File: src/rtl/proc_pkg.sv
// Shared processor definitions: bus widths, reset fetch address and the fetch-stage state type.
// The address increment helper keeps modulo-2^ADDR_W wrap in one place.
package proc_pkg;

    localparam int ADDR_W  = 8;
    localparam int BYTE_W  = 8;
    localparam int INSTR_W = 2 * BYTE_W;

    localparam logic [ADDR_W-1:0] RESET_PC = 8'h00;

    typedef enum logic [1:0] {
        FETCH_HI = 2'b00,
        FETCH_LO = 2'b01,
        HOLD     = 2'b10
    } fetch_state_t;

    // Next byte address; the fetch pointer wraps naturally at the top of memory.
    function automatic logic [ADDR_W-1:0] addr_inc(input logic [ADDR_W-1:0] addr);
        return addr + {{(ADDR_W-1){1'b0}}, 1'b1};
    endfunction

endpackage

File: src/rtl/instr_fetch_if.sv
// Bus bundle of the fetch stage: byte-wide program memory port on one side,
// instruction word handshake towards steuerwerk on the other.
interface instr_fetch_if;
    import proc_pkg::*;

    logic [ADDR_W-1:0]  mem_addr;
    logic               mem_req;
    logic               mem_ack;
    logic [BYTE_W-1:0]  mem_rdata;
    logic [INSTR_W-1:0] instructionbus;
    logic               instr_valid;
    logic               instr_ready;
    logic [ADDR_W-1:0]  pc;

    modport master (
        output mem_addr,
        output mem_req,
        input  mem_ack,
        input  mem_rdata,
        output instructionbus,
        output instr_valid,
        output pc,
        input  instr_ready
    );

    modport slave (
        input  mem_addr,
        input  mem_req,
        output mem_ack,
        output mem_rdata,
        input  instructionbus,
        input  instr_valid,
        input  pc,
        output instr_ready
    );

endinterface

File: src/rtl/instr_fetch.sv
// Instruction fetch stage: assembles big-endian 16-bit words from two byte reads
// and offers them to steuerwerk; a branch redirects fetch and drops any partial word.
module instr_fetch
    import proc_pkg::*;
(
    input  logic              clk,
    input  logic              rst,
    instr_fetch_if.master     bus,
    input  logic              branch_en,
    input  logic [ADDR_W-1:0] branch_addr,
    input  logic              halt
);

    fetch_state_t       state_r;
    fetch_state_t       state_s;
    fetch_state_t       seq_state_s;
    logic [ADDR_W-1:0]  fptr_r;
    logic [ADDR_W-1:0]  fptr_s;
    logic [ADDR_W-1:0]  seq_fptr_s;
    logic [INSTR_W-1:0] instr_r;
    logic [INSTR_W-1:0] instr_s;
    logic [INSTR_W-1:0] seq_instr_s;
    logic               valid_r;
    logic               valid_s;
    logic               seq_valid_s;
    logic [ADDR_W-1:0]  pc_r;
    logic [ADDR_W-1:0]  pc_s;
    logic [ADDR_W-1:0]  seq_pc_s;
    logic               req_s;
    logic               ack_s;

    // Request decode; an ack without an outstanding request is ignored.
    always_comb begin
        req_s = 1'b0;
        if (((state_r == FETCH_HI) || (state_r == FETCH_LO)) && !halt && !rst) begin
            req_s = 1'b1;
        end else begin
            req_s = 1'b0;
        end
        ack_s = bus.mem_ack & req_s;
    end

    // Normal fetch sequencing: high byte, low byte, then hold until consumed.
    always_comb begin
        seq_state_s = state_r;
        seq_fptr_s  = fptr_r;
        seq_instr_s = instr_r;
        seq_valid_s = valid_r;
        seq_pc_s    = pc_r;
        case (state_r)
            FETCH_HI: begin
                if (ack_s) begin
                    seq_instr_s[INSTR_W-1 -: BYTE_W] = bus.mem_rdata;
                    seq_pc_s    = fptr_r;
                    seq_fptr_s  = addr_inc(fptr_r);
                    seq_state_s = FETCH_LO;
                end else begin
                    seq_state_s = FETCH_HI;
                end
            end
            FETCH_LO: begin
                if (ack_s) begin
                    seq_instr_s[BYTE_W-1:0] = bus.mem_rdata;
                    seq_fptr_s  = addr_inc(fptr_r);
                    seq_valid_s = 1'b1;
                    seq_state_s = HOLD;
                end else begin
                    seq_state_s = FETCH_LO;
                end
            end
            HOLD: begin
                // Handshake completes even while halted; halt only blocks the next request.
                if (bus.instr_ready) begin
                    seq_valid_s = 1'b0;
                    seq_state_s = FETCH_HI;
                end else begin
                    seq_state_s = HOLD;
                end
            end
            default: begin
                seq_valid_s = 1'b0;
                seq_state_s = FETCH_HI;
            end
        endcase
    end

    // Branch override: a byte acked this cycle is dropped, the held word is withdrawn.
    always_comb begin
        state_s = seq_state_s;
        fptr_s  = seq_fptr_s;
        instr_s = seq_instr_s;
        valid_s = seq_valid_s;
        pc_s    = seq_pc_s;
        if (branch_en) begin
            state_s = FETCH_HI;
            fptr_s  = branch_addr;
            instr_s = instr_r;
            valid_s = 1'b0;
            pc_s    = pc_r;
        end else begin
            state_s = seq_state_s;
            fptr_s  = seq_fptr_s;
        end
    end

    // State and output registers; reset outranks branch.
    always_ff @(posedge clk) begin
        if (rst) begin
            state_r <= FETCH_HI;
            fptr_r  <= RESET_PC;
            instr_r <= {INSTR_W{1'b0}};
            valid_r <= 1'b0;
            pc_r    <= RESET_PC;
        end else begin
            state_r <= state_s;
            fptr_r  <= fptr_s;
            instr_r <= instr_s;
            valid_r <= valid_s;
            pc_r    <= pc_s;
        end
    end

    assign bus.mem_req        = req_s;
    assign bus.mem_addr       = fptr_r;
    assign bus.instructionbus = instr_r;
    assign bus.instr_valid    = valid_r;
    assign bus.pc             = pc_r;

endmodule

File: src/flat_wrapper.sv
// flat-port wrapper written by rule: the top's interface ports become plain ports
module instr_fetch_flat import proc_pkg::*;
  (clk, rst, branch_en, branch_addr, halt, bus_mem_addr, bus_mem_req, bus_mem_ack, bus_mem_rdata, bus_instructionbus, bus_instr_valid, bus_pc, bus_instr_ready);
  instr_fetch_if bus_i ();
  input  logic clk;
  input  logic rst;
  input  logic branch_en;
  input  logic [ADDR_W-1:0] branch_addr;
  input  logic halt;
  output wire logic [$bits(bus_i.mem_addr)-1:0] bus_mem_addr;
  output wire logic [$bits(bus_i.mem_req)-1:0] bus_mem_req;
  input wire logic [$bits(bus_i.mem_ack)-1:0] bus_mem_ack;
  input wire logic [$bits(bus_i.mem_rdata)-1:0] bus_mem_rdata;
  output wire logic [$bits(bus_i.instructionbus)-1:0] bus_instructionbus;
  output wire logic [$bits(bus_i.instr_valid)-1:0] bus_instr_valid;
  output wire logic [$bits(bus_i.pc)-1:0] bus_pc;
  input wire logic [$bits(bus_i.instr_ready)-1:0] bus_instr_ready;
  assign bus_mem_addr = bus_i.mem_addr;
  assign bus_mem_req = bus_i.mem_req;
  assign bus_i.mem_ack = bus_mem_ack;
  assign bus_i.mem_rdata = bus_mem_rdata;
  assign bus_instructionbus = bus_i.instructionbus;
  assign bus_instr_valid = bus_i.instr_valid;
  assign bus_pc = bus_i.pc;
  assign bus_i.instr_ready = bus_instr_ready;
  instr_fetch u_core (.clk(clk), .rst(rst), .bus(bus_i), .branch_en(branch_en), .branch_addr(branch_addr), .halt(halt));
endmodule
File: config.mk
export PLATFORM = sky130hd
export DESIGN_NAME = instr_fetch_flat
export DESIGN_NICKNAME = d
export VERILOG_FILES = /design/src/rtl/proc_pkg.sv /design/src/rtl/instr_fetch_if.sv /design/src/rtl/instr_fetch.sv /design/src/flat_wrapper.sv
export SDC_FILE = /design/constraint.sdc
export NUM_CORES = 1
export LEC_CHECK = 0
export BUFFER_PORTS_ARGS = -buffer_cell sky130_fd_sc_hd__buf_2
export CAP_MARGIN = 40
export CORE_MARGIN = 1
export CORE_UTILIZATION = 45
export DETAILED_ROUTE_END_ITERATION = 16
export PLACE_DENSITY = 0.74
export SYNTH_ARGS = -nofsm -noshare
export SYNTH_HDL_FRONTEND = slang
export SYNTH_SLANG_ARGS = --single-unit
File: constraint.sdc
create_clock -name clk -period 3.9 [get_ports clk]
set_input_delay 0.39 -clock clk [delete_from_list [all_inputs] [get_ports clk]]
set_output_delay 0.39 -clock clk [all_outputs]
set_load 0.03 [all_outputs]
==> flow_metrics.tcl <==
set metrics [dict create \
    setup_ws_ps 1940 \
    avgRoutedWirePerCell_um 13.6 \
    placed_cells 269 \
    post_synth_instance_area_um2 1540 \
    fill_cells 296 \
    r2r-start "u_core.state_r[1]" \
    rsz0062_at_grt "false" \
    die_w_um 60.5 \
    drtPass1Iterations 4 \
    cp.required_ps 4170 \
    postCtsHoldBufs 0 \
    num_vias 1571 \
    antenna_found_initial 0 \
    grt_use_met1_pct 27.3 \
    cp-start-kind "flip-flop" \
    cp_num_buf_inv 0 \
    fin_util_pct 60.0 \
    worstMarginPinSlew_ps 859 \
    ant_nets 0 \
    met2_usage_pct 37.8 \
    setup_viol 0 \
    drv_slew 0 \
    p_leak_nw 0.807 \
    hold_violations 0 \
    cts_buffers 5 \
    die-area_um2 3660 \
    postCtsResizedCells 0 \
    synth_nets 209 \
    synth_top_area_share_pct 45.5 \
    vias_per_cell 5.67 \
    fmax_ghz 0.510 \
    drt_iter0_drc 145 \
    top_usage_layer "met2" \
    crit_chain "or4b_4 > or4_1 > a311oi_1" \
    drive_above_1_share_pct 30.5 \
    end_kind "flip-flop" \
    grt_pass1_vias 1393 \
    rows 20 \
    place_congestion 0.845 \
    clockBufferDepth 2 \
    layout.nets 255 \
    timing.final.crit_share_pct 50.3 \
    synth.distinct_cells 32 \
    die_h_um 60.5 \
    clkTransAtPathRegs_ps 100 \
    crit_path_top_delay_cell "or4b_4" \
    clk_latency_ps 340 \
    portBuffers 55 \
    ys.flop_type "dfxtp_1" \
    powerDensity_nw_per_um2 368 \
    grt_max_degree 34 \
    slowest_delay_ps 720 \
    synth_area_leader_cell "dfxtp_1" \
    regArea_um2 701 \
    async_flop_share_pct 0 \
    coreArea_um2 3150 \
    min_from "bus_mem_rdata[7]" \
    grt-ovfl-total 0 \
    ys_ff_latch 35 \
    syn_inst 186 \
    ff2ff_path_depth 3 \
    hpwl_um 2520 \
    peakVddDrop_mv 0.150 \
    finClkSkew_ps 7.25 \
    cts_sinks 35 \
    min_path_type "input port to flip-flop" \
    cts_root_buf "clkbuf_4" \
    use_met3_pct 7.04 \
    cp_max_fo 33 \
    remaining_drc_errors 0 \
    fin_total_pwr_w 0.000696 \
    ys_seq_area_share_pct 45.5 \
    wl_um 3760 \
    synth_warnings 0 \
    netlist_top_cells_area "dfxtp_1 45%, o21ai_0 6.2%, nand3_1 5.8%, a21oi_1 5.5%, o311ai_0 4.5%" \
    syn_avg_cell_area_um2 8.29 \
    r2r_end "u_core.bus.mem_addr[5]" \
    start_util_pct 48.9 \
    post-place-ws_ps 1630 \
    arrival_ps 2230 \
    cts_tree "built" \
    reg2reg_slack_ps 1940 \
    synth_edf_count 0 \
    layout.cells.non_filler 277 \
    areaGrowthSynthToFinish_pct 22.7 \
    grt_first_pass_wirelength_um 6110 \
    min_period_ps 1960 \
    multi_input_area_um2 754 \
    maxSlewHeadroom_pct 42.6 \
    n_antenna_cell 0 \
    cts-htree-levels 2 \
    cap_violations 0 \
    cpLargestDelayFamily "simple AND/OR/NAND/NOR gates" \
    io_pins 56 \
    status "finished clean" \
    timing.setup.tns_ps 0 \
    worst-setup-path-type "flip-flop to flip-flop" \
    grt_use_total_pct 22.5 \
    min_to "u_core.bus.instructionbus[7]" \
    post_cts.repair.setup_buffers 0 \
    worstHoldPathCells 3 \
]
-- sequential cells by signal (all words and copies together), names as in the netlist --
signal and cells:
u_core.bus.instructionbus 16, u_core.state_r 2, u_core.bus.instr_valid 1, u_core.bus.mem_addr 8, u_core.bus.pc 8
-- cell usage after synthesis, types with 2 or more instances --
cell type	number
nor4b_1	2
o31ai_1	2
buf_2	2
xnor2_1	2
a21oi_1	17
o21ai_0	19
nand4_1	10
or2_2	2
inv_1	6
a311oi_1	5
a22oi_1	2
nand3_1	18
nor3_1	4
or3b_2	2
or4_1	2
nor2_1	10
nand2_1	11
dfxtp_1	35
clkbuf_1	15
o311ai_0	8
-- worst min-delay path, stage by stage --
cell and delay [ps]:
buf_2 100, nand4_1 70, nand2_1 60
-- through the flow --
step	hold slack, ps	instance area (um^2)
6_report	288	1890
3_5_place_dp	468	1820
4_1_cts	282	1890
2_1_floorplan	479	1540
3_3_place_gp	470	1820
5_1_grt	293	1890
-- placed cells by master, fill, tap and decap left out, types with 2 or more instances in the layout --
master and instances:
a21oi_1 17, a22oi_1 2, a311oi_1 5, buf_2 55
buf_4 2, clkbuf_4 5, clkbuf_8 2, dfxtp_1 35
inv_1 6, nand2_1 11, nand3_1 18, nand4_1 10
nor2_1 10, nor3_1 4, o21ai_0 19, o311ai_0 8
o31ai_1 2, or2_2 2, or3b_2 2, or4_1 2
xnor2_1 2
-- power breakdown --
part,internal (W),switching (W)
sequential,0.000367,0.0000118
combinational,0.0000294,0.0000617
clock,0.000106,0.000120
-- layer usage --
metal / part of all wire [%] / wire length [um] / vias up
li1: - / - / 792
met1: 46 / 1720 / 725
met2: 47 / 1760 / 47
met3: 5.9 / 223 / 7
met4: 1.5 / 57 / 0
met5: 0 / 0 / -
-- cells by family (layout without fill, tap and decap cells) --
| group | count (synthesis) | in the layout | synth area share, % |
|---|---|---|---|
| AND/OR/NAND/NOR | 68 | 68 | 23.9 |
| AO/OA/AOI/OAI | 56 | 56 | 22.6 |
| flip-flops | 35 | 35 | 45.5 |
| buffers and inverters | 24 | 71 | 6.01 |
| XOR/XNOR | 2 | 2 | 1.14 |
| adder cells (fa/ha/maj) | 1 | 1 | 0.812 |
-- worst max-delay path by stage --
| stage | endpoint | depth (start not counted) | startpoint | slack [ps] |
|---|---|---|---|---|
| 3_3_place_gp | u_core.bus.mem_addr[5] | 4 | rst | 1640 |
| 6_report | u_core.bus.mem_addr[5] | 3 | u_core.state_r[1] | 1940 |
| 2_1_floorplan | bus_mem_req | 3 | rst | 2080 |
| 5_1_grt | u_core.bus.instr_valid | 4 | u_core.state_r[1] | 1790 |
| 4_1_cts | u_core.bus.mem_addr[5] | 3 | u_core.state_r[1] | 1930 |
| 3_5_place_dp | u_core.bus.mem_addr[5] | 4 | rst | 1630 |
-- cell type report --
cell class,instances,share of cell area [%]
Tap cell,44,2.91
Clock buffer,8,3.64
Sequential cell,35,37.0
Inverter,6,1.19
Multi-Input combinational cell,127,39.9
Timing Repair Buffer,57,15.3
Note: power is estimated with default switching activity, not from simulation.
